$ cat src/rtl/ice_risc_dbg_pkg.sv
// Shared definitions for the single-step debug controller: FSM states,
// default period constants and counter-width helpers.
package ice_risc_dbg_pkg;

  // Step controller FSM states.
  typedef enum logic [2:0] {
    IDLE   = 3'd0,
    FIRST  = 3'd1,
    HOLD   = 3'd2,
    REPEAT = 3'd3,
    RUN    = 3'd4
  } stepState_e;

  // Default periods in 100 MHz clock cycles.
  localparam int DEF_DEBOUNCE_CYCLES = 1000000;    // 10 ms
  localparam int DEF_HOLD_CYCLES     = 50000000;   // 500 ms
  localparam int DEF_REPEAT_CYCLES   = 10000000;   // 100 ms
  localparam int DEF_RATE0           = 100000000;  // 1 Hz
  localparam int DEF_RATE1           = 10000000;   // 10 Hz
  localparam int DEF_RATE2           = 1000000;    // 100 Hz
  localparam int DEF_RATE3           = 100000;     // 1 kHz

  function automatic int maxOf(input int a, input int b);
    return (a > b) ? a : b;
  endfunction

  // Bits needed for a counter that runs 0 .. maxVal-1 (at least one bit).
  function automatic int cntWidth(input int maxVal);
    return (maxVal < 2) ? 1 : $clog2(maxVal);
  endfunction

endpackage

$ cat src/rtl/sync_debounce.sv
// Two-flop synchronizers for the raw key and run inputs, plus a debouncer
// that only moves the key level after it has been contradicted for
// DEBOUNCE_CYCLES consecutive cycles.
module sync_debounce
  import ice_risc_dbg_pkg::*;
#(
  parameter int DEBOUNCE_CYCLES = DEF_DEBOUNCE_CYCLES
) (
  input  logic clk,
  input  logic rst,
  input  logic rawKey,
  input  logic rawRun,
  output logic keyLevel,
  output logic runSync
);

  localparam int CW = cntWidth(DEBOUNCE_CYCLES);
  localparam logic [CW-1:0] DB_LAST = CW'(DEBOUNCE_CYCLES - 1);

  logic          keyMeta;
  logic          keySync;
  logic          runMeta;
  logic [CW-1:0] dbCnt;

  // Metastability guard for both asynchronous inputs.
  always_ff @(posedge clk) begin
    if (rst) begin
      keyMeta <= 1'b0;
      keySync <= 1'b0;
      runMeta <= 1'b0;
      runSync <= 1'b0;
    end else begin
      keyMeta <= rawKey;
      keySync <= keyMeta;
      runMeta <= rawRun;
      runSync <= runMeta;
    end
  end

  // Count consecutive disagreeing cycles; any agreeing cycle restarts the count.
  always_ff @(posedge clk) begin
    if (rst) begin
      keyLevel <= 1'b0;
      dbCnt    <= '0;
    end else if (keySync != keyLevel) begin
      if (dbCnt == DB_LAST) begin
        keyLevel <= keySync;
        dbCnt    <= '0;
      end else begin
        dbCnt <= dbCnt + CW'(1);
      end
    end else begin
      dbCnt <= '0;
    end
  end

endmodule

$ cat src/rtl/step_controller.sv
// Single-step / free-run controller for the CPU debug path. Manual mode
// issues one step per debounced key press with auto-repeat while held;
// run mode issues steps at a selectable fixed period.
module step_controller
  import ice_risc_dbg_pkg::*;
#(
  parameter int DEBOUNCE_CYCLES = DEF_DEBOUNCE_CYCLES,
  parameter int HOLD_CYCLES     = DEF_HOLD_CYCLES,
  parameter int REPEAT_CYCLES   = DEF_REPEAT_CYCLES,
  parameter int RATE0           = DEF_RATE0,
  parameter int RATE1           = DEF_RATE1,
  parameter int RATE2           = DEF_RATE2,
  parameter int RATE3           = DEF_RATE3
) (
  input  logic        iwClk100M,
  input  logic        iwRst,
  input  logic        iwKey,
  input  logic        iwRun,
  input  logic [1:0]  iwRate,
  output logic        owStepEn,
  output logic        owKeyLevel,
  output logic [15:0] owStepCount
);

  // One counter serves hold, repeat and run periods, so size it for the longest.
  localparam int MAX_PERIOD = maxOf(maxOf(HOLD_CYCLES, REPEAT_CYCLES),
                                    maxOf(maxOf(RATE0, RATE1), maxOf(RATE2, RATE3)));
  localparam int PW = cntWidth(MAX_PERIOD);

  localparam logic [PW-1:0] HOLD_LAST   = PW'(HOLD_CYCLES - 1);
  localparam logic [PW-1:0] REPEAT_LAST = PW'(REPEAT_CYCLES - 1);
  localparam logic [PW-1:0] RATE0_LAST  = PW'(RATE0 - 1);
  localparam logic [PW-1:0] RATE1_LAST  = PW'(RATE1 - 1);
  localparam logic [PW-1:0] RATE2_LAST  = PW'(RATE2 - 1);
  localparam logic [PW-1:0] RATE3_LAST  = PW'(RATE3 - 1);

  logic          keyLevel;
  logic          runSync;
  logic          keyPrev;
  logic          runPrev;
  logic [1:0]    ratePrev;
  logic          keyRise;
  logic          runToggle;
  logic [PW-1:0] rateLast;
  logic [PW-1:0] periodCnt;
  stepState_e    state;

  sync_debounce #(
    .DEBOUNCE_CYCLES(DEBOUNCE_CYCLES)
  ) uSyncDebounce (
    .clk     (iwClk100M),
    .rst     (iwRst),
    .rawKey  (iwKey),
    .rawRun  (iwRun),
    .keyLevel(keyLevel),
    .runSync (runSync)
  );

  assign owKeyLevel = keyLevel;
  // keyPrev keeps tracking in RUN, so a key held across run->manual is no edge.
  assign keyRise    = keyLevel & ~keyPrev;
  assign runToggle  = runSync ^ runPrev;

  // Terminal count of the run period selected by iwRate.
  always_comb begin
    rateLast = RATE0_LAST;
    case (iwRate)
      2'd0: rateLast = RATE0_LAST;
      2'd1: rateLast = RATE1_LAST;
      2'd2: rateLast = RATE2_LAST;
      2'd3: rateLast = RATE3_LAST;
      default: rateLast = RATE0_LAST;
    endcase
  end

  // One-cycle history of key level, run switch and rate for edge detection.
  always_ff @(posedge iwClk100M) begin
    if (iwRst) begin
      keyPrev  <= 1'b0;
      runPrev  <= 1'b0;
      ratePrev <= 2'd0;
    end else begin
      keyPrev  <= keyLevel;
      runPrev  <= runSync;
      ratePrev <= iwRate;
    end
  end

  // Step FSM: step pulse and step count are registered alongside the state.
  always_ff @(posedge iwClk100M) begin
    if (iwRst) begin
      state       <= IDLE;
      periodCnt   <= '0;
      owStepEn    <= 1'b0;
      owStepCount <= 16'd0;
    end else begin
      owStepEn <= 1'b0;
      if (runToggle) begin
        // Any mode switch parks in IDLE first; never steps on this cycle.
        state     <= IDLE;
        periodCnt <= '0;
      end else begin
        case (state)
          IDLE: begin
            periodCnt <= '0;
            if (runSync) begin
              state <= RUN;
            end else if (keyRise) begin
              state       <= FIRST;
              owStepEn    <= 1'b1;
              owStepCount <= owStepCount + 16'd1;
            end
          end
          FIRST: begin
            // The press step already used one cycle of the hold interval.
            state     <= HOLD;
            periodCnt <= PW'(1);
          end
          HOLD: begin
            if (!keyLevel) begin
              state     <= IDLE;
              periodCnt <= '0;
            end else if (periodCnt == HOLD_LAST) begin
              state       <= REPEAT;
              periodCnt   <= '0;
              owStepEn    <= 1'b1;
              owStepCount <= owStepCount + 16'd1;
            end else begin
              periodCnt <= periodCnt + PW'(1);
            end
          end
          REPEAT: begin
            if (!keyLevel) begin
              state     <= IDLE;
              periodCnt <= '0;
            end else if (periodCnt == REPEAT_LAST) begin
              periodCnt   <= '0;
              owStepEn    <= 1'b1;
              owStepCount <= owStepCount + 16'd1;
            end else begin
              periodCnt <= periodCnt + PW'(1);
            end
          end
          RUN: begin
            if (iwRate != ratePrev) begin
              periodCnt <= '0;
            end else if (periodCnt == rateLast) begin
              periodCnt   <= '0;
              owStepEn    <= 1'b1;
              owStepCount <= owStepCount + 16'd1;
            end else begin
              periodCnt <= periodCnt + PW'(1);
            end
          end
          default: begin
            state     <= IDLE;
            periodCnt <= '0;
          end
        endcase
      end
    end
  end

endmodule

$ cat config.mk
export PLATFORM = sky130hd
export DESIGN_NAME = step_controller
export DESIGN_NICKNAME = d
export VERILOG_FILES = /design/src/rtl/ice_risc_dbg_pkg.sv /design/src/rtl/sync_debounce.sv /design/src/rtl/step_controller.sv
export SDC_FILE = /design/constraint.sdc
export NUM_CORES = 1
export LEC_CHECK = 0
export CAP_MARGIN = 20
export CORE_MARGIN = 1
export CORE_UTILIZATION = 47
export CTS_BUF_LIST = sky130_fd_sc_hd__clkbuf_4
export CTS_CLUSTER_DIAMETER = 40
export CTS_CLUSTER_SIZE = 14
export DETAILED_ROUTE_END_ITERATION = 10
export PLACE_DENSITY = 0.66
export REMOVE_ABC_BUFFERS = 1
export SLEW_MARGIN = 30
export SYNTH_ARGS = -nofsm -noshare
export SYNTH_HDL_FRONTEND = slang
export SYNTH_SLANG_ARGS = --single-unit
$ cat constraint.sdc
create_clock -name iwClk100M -period 4.14 [get_ports iwClk100M]
set_clock_uncertainty 0.05 [all_clocks]
set_input_delay 0.828 -clock iwClk100M [delete_from_list [all_inputs] [get_ports iwClk100M]]
set_output_delay 0.828 -clock iwClk100M [all_outputs]
set_load 0.005 [all_outputs]
==> results of run 1 <==
cell families (layout without fill, tap and decap cells):
| kind of cell | count (synthesis) | in the layout | synth area share (%) |
|---|---|---|---|
| simple gates | 213 | 213 | 30.9 |
| flops | 76 | 76 | 40.9 |
| compound gates | 58 | 58 | 10.6 |
| xor+xnor | 48 | 48 | 11.3 |
| buf+inv | 31 | 53 | 3.40 |
| fa+ha+maj | 7 | 7 | 2.35 |
| mux | 2 | 2 | 0.572 |
worst max-delay path, stage by stage:
cell	delay, ns
clkdlybuf4s50_1	0.50
inv_1	0.08
ha_1	0.21
or3b_1	0.34
a2111oi_0	0.44
nand4_1	0.21
o31a_1	0.57
buf_4	0.29
or3b_1	0.37
a21oi_1	0.13
synthesized netlist by cell type, types with 5 or more instances:
cell type / n / area (µm²)
clkbuf_1: 17 / 63.8
nand4_1: 15 / 93.8
ha_1: 7 / 87.6
or4_1: 15 / 113
a21oi_1: 21 / 105
nor2_1: 68 / 255
nand3_1: 21 / 105
xnor2_1: 21 / 184
o21ai_0: 5 / 25.0
or3_1: 11 / 68.8
nor3_1: 5 / 25.0
o31ai_1: 13 / 97.6
nand3b_1: 6 / 45.0
nand2_1: 25 / 93.8
xor2_1: 27 / 236
dfxtp_1: 76 / 1520
and3_1: 6 / 37.5
and4_1: 5 / 43.8
inv_1: 9 / 33.8
nor2b_1: 10 / 62.6
per-layer routing:
layer	wire (µm)	GRT usage, %
met3	245	3.43
met2	3250	29.0
met4	125	8.33
met1	3800	26.3
met5	0	0
report_power, final:
group / leakage [nW] / switching, W / internal [W]
clock: 0.0895 / 0.000287 / 0.000255
sequential: 0.614 / 0.00000542 / 0.000737
combinational: 0.565 / 0.0000302 / 0.0000214
final cells by class:
cell class              instances  area, µm²
inverters                       9       33.8
clock inverters                 7        105
clock buffers                   9       67.6
well taps                     102        128
fillers                       759       3490
flip-flops and latches         76       1520
repair buffers                 28        268
multi-input cells             328       2070
how the worst min path moves through the flow:
stage                                startpoint               endpoint  slack [ns]  cells past startpoint
after floorplan           uSyncDebounce.keyMeta  uSyncDebounce.keySync        0.36                      1
after global placement    uSyncDebounce.runMeta  uSyncDebounce.runSync        0.38                      1
after detailed placement  uSyncDebounce.runMeta  uSyncDebounce.runSync        0.37                      1
after CTS                 uSyncDebounce.runMeta  uSyncDebounce.runSync        0.40                      1
after global routing      uSyncDebounce.runMeta  uSyncDebounce.runSync        0.42                      1
final                     uSyncDebounce.runMeta  uSyncDebounce.runSync        0.40                      1
flip-flops by register name, summed over array words and instances, names as in the netlist:
signal	count
uSyncDebounce.keyMeta	1
owStepEn	1
keyPrev	1
runPrev	1
uSyncDebounce.dbCnt	20
owStepCount	16
uSyncDebounce.keySync	1
periodCnt	27
ratePrev	2
state	3
uSyncDebounce.keyLevel	1
uSyncDebounce.runSync	1
uSyncDebounce.runMeta	1
through the flow:
stage / power, W / cell area, µm² / cells / worst slack [ns]
5_1_grt: 0.00139 / 4200 / 559 / 0.242
2_1_floorplan: 0.000787 / 3630 / 413 / 0.920
4_1_cts: 0.00135 / 4200 / 559 / 0.497
3_3_place_gp: 0.000810 / 4020 / 543 / 0.179
6_report: 0.00134 / 4200 / 559 / 0.491
3_5_place_dp: 0.000811 / 4020 / 543 / 0.0344
==> metrics, run 1 <==
status=finished clean; TritonRoute pass-1 iters=4; power per cell area=318 mW/mm²; CTS Hold Bufs=0; Die ar.=0.00828 mm²; Max VDD drop=0.158 mV; clk sinks=76; Final Core Density=54.6%; most frequent cells in the layout=76 x dfxtp_1, 68 x nor2_1, 27 x xor2_1; Setup Viol. Count Final=0; RSZ-0062 raised after global routing=false; Slew Limit Fails=0; initial core utilization=48.4%; H-tree levels=3; antenna violations before repair=0; core box area=0.00769 mm²; max-cap violations=0; drt via density=5.51; most common cell after layout, fill and taps aside=dfxtp_1; R2R Path Start=periodCnt[15]; Die W=91.0 µm; WHS=0.401 ns; CTS Buffer Depth=2; first-pass GRT wire length=12800 µm; Synthesis Warnings=0; Cells after Synth=435; Post-DRT Antenna Nets=0; Post-CTS Repair Setup Buffers=0; Worst EP required=4.46 ns; Mean Syn Cell Area=8.55 µm²; synth-to-layout area growth=12.8%; detailed-route DRC error count=0; Final Critical Period=3.65 ns; clk root buf=clkbuf_4; gpl congestion=0.848; Fmax=0.274 GHz; die height=91.0 µm; Final Net Count=465; Crit Path Class=primary input to register; Final HPWL DP=5200 µm; Vias=3078; DRT iter0 DRCs=144; row cnt=32; Setup crit start=iwRate[0]; main flop type after synthesis=dfxtp_1; CP arrival=3.97 ns; Static Leakage=1.27 nW; fin crit share=88.1%; antenna diode count=0; crit path launch type=primary input; R2R cell count=7; share of layout cells above drive strength 1=6.35%; Critical Path Sink Type=register; PostCTS Resize Cnt=0; Worst-path clk slew=0.14 ns; Critical Path Sink=owStepCount[1]; clk_lat worst skew=0.43 ns; Synth cell types=53; register-to-register setup slack=1.24 ns; largest net degree at the start of global routing=28; sequential fraction of the synthesis area=40.9%; EDFF count, synth=0; Post-synth ARST share=0%; Hold Crit Class=register to register; crit path max fanout=27; setup TNS=0 ns; GR Util All Layers=19.0%; worst slew pin tran=0.935 ns; vias in the first global route=2776; CTS tree=built; drt total wl=7410 µm; Ports=24; routed len/inst=13.3 µm; Syn Std Cell Area=0.00372 mm²; # port buffers=23; grt total ovfl=0; FF+latch count, synth=76; final hold vios=0; Inserted Clock Buffers=9; Slew Limit Headroom=37.7%; Reg-to-Reg End=owStepCount[1]
Power figures use the tool's default switching activity.
==> run 2, diff against run 1 <==
--- a/config.mk
+++ b/config.mk
@@ -12,9 +12,11 @@
 export CTS_CLUSTER_DIAMETER = 40
 export CTS_CLUSTER_SIZE = 14
 export DETAILED_ROUTE_END_ITERATION = 10
+export MAX_ROUTING_LAYER = met4
 export PLACE_DENSITY = 0.66
 export REMOVE_ABC_BUFFERS = 1
 export SLEW_MARGIN = 30
 export SYNTH_ARGS = -nofsm -noshare
 export SYNTH_HDL_FRONTEND = slang
 export SYNTH_SLANG_ARGS = --single-unit
+export TNS_END_PERCENT = 20
==> run 2 against run 1 <==
  * Cell area is the same
  * Sequential share of layout area is the same
  * Via count shrank 0.62%
  * Cell count is the same
  * Die area is the same
  * Worst hold slack is essentially flat
  * Critical path type unchanged
  * Largest cell class unchanged
  * Largest power group unchanged
  * Highest routed layer unchanged
==> metrics, run 2 (synthesis results as in run 1) <==
status=finished clean (unchanged); vias in the first global route=2770 (was 2776); TritonRoute pass-1 iters=4 (unchanged); final hold vios=0 (unchanged); most frequent cells in the layout=76 x dfxtp_1, 68 x nor2_1, 27 x xor2_1 (unchanged); Largest stage delay, worst path=0.57 ns (about the same); RSZ-0062 raised after global routing=false (unchanged); power per cell area=319 mW/mm² (was 318 mW/mm²); first-pass GRT wire length=12800 µm (about the same); WP depth=10 (unchanged); Biggest register=periodCnt (unchanged); register-to-register setup slack=1.25 ns (was 1.24 ns); clk sinks=76 (unchanged); Final Instance Area=0.00420 mm² (unchanged); CTS tree=built (unchanged); gpl congestion=0.861 (was 0.848); Ports=24 (unchanged); R2R Path Start=periodCnt[15] (unchanged); Fmax=0.275 GHz (was 0.274 GHz); PostCTS Resize Cnt=0 (unchanged); synth-to-layout area growth=12.8% (unchanged); Worst EP required=4.46 ns (about the same); Inserted Clock Buffers=9 (unchanged); Crit Path Class=primary input to register (unchanged); min-delay src=uSyncDebounce.runMeta (unchanged); CTS Hold Bufs=0 (unchanged); initial core utilization=48.4% (unchanged); Reg-to-Reg End=owStepCount[1] (unchanged); CTS Buffer Depth=2 (unchanged); Placed Area=0.00402 mm² (unchanged); H-tree levels=3 (unchanged); GR Util All Layers=19.6% (was 19.0%); max-cap violations=0 (unchanged); grt total ovfl=0 (unchanged); largest net degree at the start of global routing=28 (unchanged); Critical Path Sink=owStepCount[1] (unchanged); max reg flops=27 (unchanged); Worst-path clk slew=0.14 ns (about the same); Bufs and invs on worst path=3 (unchanged); drt via density=5.47 (was 5.51); setup TNS=0 ns (unchanged); Post-CTS Repair Setup Buffers=0 (unchanged); Critical Path Sink Type=register (unchanged); # port buffers=23 (unchanged); Largest regs=periodCnt: 27 flops, uSyncDebounce.dbCnt: 20 flops, owStepCount: 16 flops (unchanged); routed len/inst=13.2 µm (was 13.3 µm); Hold Crit Class=register to register (unchanged); fin crit share=87.8% (was 88.1%); Final Net Count=465 (unchanged); Final Critical Period=3.64 ns (was 3.65 ns); crit path launch type=primary input (unchanged); Crit-path slowest cell=o31a_1 (unchanged); antenna violations before repair=0 (unchanged); Die W=91.0 µm (unchanged); detailed-route DRC error count=0 (unchanged); R2R cell count=7 (unchanged); antenna diode count=0 (unchanged); CP Cell Sequence=clkdlybuf4s50_1, inv_1, ha_1, or3b_1, a2111oi_0, nand4_1, o31a_1, buf_4, or3b_1, a21oi_1 (unchanged); clk_lat worst skew=0.42 ns (was 0.43 ns); Final Core Density=54.6% (unchanged); Slew Limit Headroom=38.0% (was 37.7%); Max VDD drop=0.160 mV (was 0.158 mV); most common cell after layout, fill and taps aside=dfxtp_1 (unchanged); row cnt=32 (unchanged); Slew Limit Fails=0 (unchanged); CP arrival=3.95 ns (was 3.97 ns); family with the most delay on the worst path=compound AO/OA/AOI/OAI gates (unchanged); worst slew pin tran=0.929 ns (was 0.935 ns); crit path max fanout=27 (unchanged); clk root buf=clkbuf_4 (unchanged); DRT iter0 DRCs=146 (was 144); share of layout cells above drive strength 1=6.35% (unchanged); Setup crit start=iwRate[0] (unchanged); Post-DRT Antenna Nets=0 (unchanged); WHS=0.401 ns (about the same); Vias=3059 (was 3078); Static Leakage=1.27 nW (unchanged); Final HPWL DP=5200 µm (unchanged); CP dominant cell by count=or3b_1 (unchanged); Die ar.=0.00828 mm² (unchanged); Setup Viol. Count Final=0 (unchanged); core box area=0.00769 mm² (unchanged); drt total wl=7410 µm (about the same); die height=91.0 µm (unchanged)
==> run 2: cell counts in the layout (fill, tap and decap cells not counted) <==
Identical to the previous run, type by type.
==> run 2: how the worst min path moves through the flow <==
stage	to	cells past startpoint
6_report	uSyncDebounce.runSync	1
5_1_grt	uSyncDebounce.runSync	1
4_1_cts	uSyncDebounce.runSync	1
3_5_place_dp	uSyncDebounce.runSync	1
3_3_place_gp	uSyncDebounce.runSync	1
2_1_floorplan	uSyncDebounce.keySync	1
==> run 2: layer usage <==
metal / GRT usage, % / share of wire, % / wire, µm
met2: 29.0 / 43 / 3210
met3: 4.69 / 3.6 / 269
met4: 6.75 / 1.6 / 115
met1: 26.4 / 51 / 3810
met5: - / 0 / 0
==> run 2: area by class of cell <==
| type | instances | area (µm²) |
|---|---|---|
| flip-flops and latches | 76 | 1520 |
| multi-input cells | 328 | 2070 |
| well taps | 102 | 128 |
| clock inverters | 7 | 105 |
| repair buffers | 28 | 268 |
| fillers | 759 | 3490 |
| clock buffers | 9 | 67.6 |
| inverters | 9 | 33.8 |
==> run 2: where the power goes <==
part	leakage [nW]	switching (W)	internal [W]
sequential	0.614	0.00000544	0.000737
combinational	0.565	0.0000302	0.0000214
clock	0.0895	0.000288	0.000255
==> run 2: metrics by stage <==
stage / worst slack [ns] / total power (W) / cells
global route: 0.252 / 0.00139 / 559
detailed placement: 0.0344 / 0.000811 / 543
floorplan: 0.920 / 0.000787 / 413
finish: 0.505 / 0.00134 / 559
CTS: 0.497 / 0.00135 / 559
global placement: 0.179 / 0.000810 / 543
